## src/rtl/data_sync_transmitter.sv

```systemverilog
// Source end of a 4-phase req/ack multi-bit CDC channel with a synchronized acknowledge.
// Optional one-entry pending word buffer: define DATA_SYNC_TX_PENDING_BUF_EN.
module data_sync_transmitter #(
  parameter int STAGE_COUNT = 2,
  parameter int BUS_WIDTH   = 8
) (
  input  logic                 clk,
  input  logic                 reset,
  input  logic                 in_valid,
  input  logic [BUS_WIDTH-1:0] in_data,
  output logic                 in_ready,
  output logic                 async_req,
  output logic [BUS_WIDTH-1:0] async_data,
  input  logic                 async_ack,
  output logic                 busy,
  output logic                 done
);

  typedef enum logic [1:0] {
    IDLE    = 2'd0,
    REQ     = 2'd1,
    RELEASE = 2'd2
  } state_t;

  state_t                 state_q, state_d;
  logic [STAGE_COUNT-1:0] sync_q;
  logic                   ack_s;
  logic                   req_q, req_d;
  logic [BUS_WIDTH-1:0]   data_q, data_d;
  logic                   done_q, done_d;
  logic                   accept;

  // Only this chain samples the raw acknowledge.
  always_ff @(posedge clk or posedge reset) begin
    if (reset) sync_q <= '0;
    else       sync_q <= {sync_q[STAGE_COUNT-2:0], async_ack};
  end

  assign ack_s = sync_q[STAGE_COUNT-1];

`ifdef DATA_SYNC_TX_PENDING_BUF_EN
  logic [BUS_WIDTH-1:0] pend_q, pend_d;
  logic                 pend_vld_q, pend_vld_d;

  assign in_ready = ~pend_vld_q;

  always_ff @(posedge clk or posedge reset) begin
    if (reset) begin
      pend_q     <= '0;
      pend_vld_q <= 1'b0;
    end else begin
      pend_q     <= pend_d;
      pend_vld_q <= pend_vld_d;
    end
  end
`else
  assign in_ready = (state_q == IDLE);
`endif

  assign accept     = in_valid & in_ready;
  assign busy       = (state_q != IDLE);
  assign async_req  = req_q;
  assign async_data = data_q;
  assign done       = done_q;

  always_ff @(posedge clk or posedge reset) begin
    if (reset) begin
      state_q <= IDLE;
      req_q   <= 1'b0;
      data_q  <= '0;
      done_q  <= 1'b0;
    end else begin
      state_q <= state_d;
      req_q   <= req_d;
      data_q  <= data_d;
      done_q  <= done_d;
    end
  end

  always_comb begin
    state_d = state_q;
    req_d   = req_q;
    data_d  = data_q;
    done_d  = 1'b0;
`ifdef DATA_SYNC_TX_PENDING_BUF_EN
    pend_d     = pend_q;
    pend_vld_d = pend_vld_q;
`endif
    case (state_q)
      IDLE: begin
        if (accept) begin
          data_d  = in_data;
          req_d   = 1'b1;
          state_d = REQ;
        end
      end
      REQ: begin
        if (ack_s) begin
          req_d   = 1'b0;
          state_d = RELEASE;
        end
      end
      RELEASE: begin
        if (!ack_s) begin
          done_d  = 1'b1;
          state_d = IDLE;
`ifdef DATA_SYNC_TX_PENDING_BUF_EN
          // Chain straight into the next handshake without an IDLE cycle.
          if (pend_vld_q) begin
            data_d     = pend_q;
            req_d      = 1'b1;
            pend_vld_d = 1'b0;
            state_d    = REQ;
          end
`endif
        end
      end
      default: state_d = IDLE;
    endcase
`ifdef DATA_SYNC_TX_PENDING_BUF_EN
    // Drain above needs pending full, which blocks accept, so no collision.
    if (accept && (state_q != IDLE)) begin
      pend_d     = in_data;
      pend_vld_d = 1'b1;
    end
`endif
  end

endmodule

```

## config.mk

```make
export PLATFORM = sky130hd
export DESIGN_NAME = data_sync_transmitter
export DESIGN_NICKNAME = d
export VERILOG_FILES = /design/src/rtl/data_sync_transmitter.sv
export SDC_FILE = /design/constraint.sdc
export NUM_CORES = 1
export LEC_CHECK = 0
export CORE_MARGIN = 2
export CORE_UTILIZATION = 40
export DETAILED_ROUTE_END_ITERATION = 6
export GPL_TIMING_DRIVEN = 0
export PLACE_DENSITY = 0.74
export SYNTH_ARGS = -nofsm -noshare
export SYNTH_HDL_FRONTEND = slang
export SYNTH_SLANG_ARGS = --single-unit
```

## constraint.sdc

```tcl
create_clock -name clk -period 3.1 [get_ports clk]
set_clock_uncertainty 0.05 [all_clocks]
set_input_delay 0.31 -clock clk [delete_from_list [all_inputs] [get_ports clk]]
set_output_delay 0.31 -clock clk [all_outputs]
set_load 0.02 [all_outputs]
```

==> impl_metrics.toml <==
[run_status]
status = "completed"

[sta]
slew-limit-headroom_pct = 66.58
fmax_mhz = 535.0
setup_viol = 0
period_needed_ps = 1869
setup_tns_ps = 0
worst_slew_pin_slew_ps = 500.8
fin_crit_sh_pct = 60.30
rsz0062_at_grt = "no"
hold_viol_final = 0
slew_violations = 0

[setup_path]
crit_arrival_ps = 1510
critPathMaxFanout = 5
required_ps = 2740
critPathLaunchType = "flip-flop"
worstSetupEndpointType = "output pin"
critPathKind = "reg2out"

[finish]
final_core_util_pct = 64.81
nets = 77
final_cell_mix = "23 x clkdlybuf4s50_1, 14 x dfrtp_1, 8 x mux2_4, 4 x inv_1, 3 x clkbuf_4"
final_common_cell = "clkdlybuf4s50_1"
n_fill_cell = 124
area_delta_synth_final_pct = 51.12
antenna_cells = 0
drive_gt1_share_pct = 23.44

[synthesis]
syn_nets = 49
ys_types = 12
netlist_area_sq_um = 558.0
yosys.area_share.simple_pct = 4.933
yosys_warnings = 0
ys_seq_elements = 14
synth_top_family_by_area = "multiplexers"
synth_compound_area_share_pct = 2.691
ys_seq_area_share_pct = 62.78
muxShareOfSynthArea_pct = 23.32
synth_xor_area_share_pct = 1.570
synthAdderAreaFrac_pct = 0
synthCells = 37
avgSynthCellArea_sq_um = 15.08

[route]
wl_per_cell_um = 12.87
vias = 367
viasPerCell = 4.646
drt_iter0_markers = 1
first_pass_iters = 2
ant_nets = 0
drc_errors = 0
wl_um = 1017

[pwr]
peakVddDrop_mv = 0.5396
p_per_area_mw_per_mm2 = 1082
total_power_mw = 0.9127
p_leak_nw = 0.3828

[floorplan]
start_util_pct = 42.88
die_area_sq_mm = 0.001710
ios = 24
core_area_sq_mm = 0.001301
row_count = 13
die_h_um = 41.35
die_w_um = 41.35

[global_route]
track_usage_pct = 13.90
grt_overflow_total = 0
grt_pass1_wl_um = 1428
grt_max_degree = 15
grt_pass1_vias = 349
antenna_found_initial = 0

[clock_tree]
cts_resized = 0
cts_buffers = 3
cts_tree = "yes"
cts_buffer_depth = 2
cts.sinks = 14
cts-root-buf = "clkbuf_4"
clock_latency_ps = 270
post-cts-setup-buffers = 0
cts-htree-levels = 1
cts_hold_buf = 0
clk_pin_slew_ps = 80

[placed_design]
io_buffers = 23
globalplace.congestion = 0.7199

[worst_hold_path]
worst_hold_path_type = "in2async"

[run]
maxCapViolCount = 0
-- registers in the layout (all words and copies together) (netlist names) --
signal      count
done            1
state_q         2
async_data      8
sync_q          2
async_req       1
-- synth_stat cells --
master	instances	area (sq um)
inv_1	4	15.01
a21oi_1	1	5.000
nor3_1	1	5.000
dfrtp_1	14	350.3
nor2_1	2	7.510
mux2_4	8	120.1
o21ai_0	2	10.01
nor2_2	1	6.260
xnor2_1	1	8.760
mux2i_1	1	10.01
and2_4	1	8.760
buf_6	1	11.26
-- path summary, 6_finish.rpt --
kind,from,to,slack [ps],depth (start not counted)
worst max-delay path,state_q[1]$_DFFE_PP0P_,in_ready,1230,2
worst min-delay path,reset,state_q[1]$_DFFE_PP0P_,300,2
worst max register to register,state_q[1]$_DFFE_PP0P_,async_data[3]$_DFFE_PP0P_,1700,4
worst min register to register,sync_q[0]$_DFF_PP0_,sync_q[1]$_DFF_PP0_,310,0
max in group asynchronous,reset,async_data[6]$_DFFE_PP0P_,2370,2
min in group clk,sync_q[0]$_DFF_PP0_,sync_q[1]$_DFF_PP0_,310,0
-- stage by stage --
step           hold slack, ps  setup WS [ps]  cells  instance area, sq um
3_3_place_gp            285.0           1492     75                 807.0
3_5_place_dp            287.9           1491     75                 807.0
5_1_grt                 311.9           1179     79                 843.3
4_1_cts                 307.2           1214     79                 843.3
2_1_floorplan           149.2           1628     37                 558.0
6_report                300.6           1231     79                 843.3
-- kinds of logic after synthesis --
group / Yosys count
buf+inv: 5
mux: 9
xor+xnor: 1
simple gates: 5
flops: 14
compound gates: 3
-- cell type report --
class	instances	area, sq um	share of cell area (%)
Sequential cell	14	350.3	41.54
Timing Repair Buffer	23	230.2	27.30
Multi-Input combinational cell	18	181.4	21.51
Clock buffer	4	36.28	4.303
Tap cell	15	18.77	2.226
Inverter	4	15.01	1.780
Buffer	1	11.26	1.335
-- per-layer routing --
layer  wire, um  GRT usage (%)
met5          0              0
met4          0          7.258
met1        401          16.04
met3         57          3.191
met2        559          23.83
-- power breakdown --
group          switching [mW]  internal [mW]  leakage, nW
combinational           0.200          0.271        0.196
sequential             0.0549          0.258        0.166
clock                  0.0577         0.0714       0.0210
total                   0.312          0.600        0.383
-- worst max-delay path, stage by stage (launching register included) --
cell	delay, ps
dfrtp_1	440
nor2_2	170
clkdlybuf4s50_1	620
Note: power is estimated with default switching activity, not from simulation.
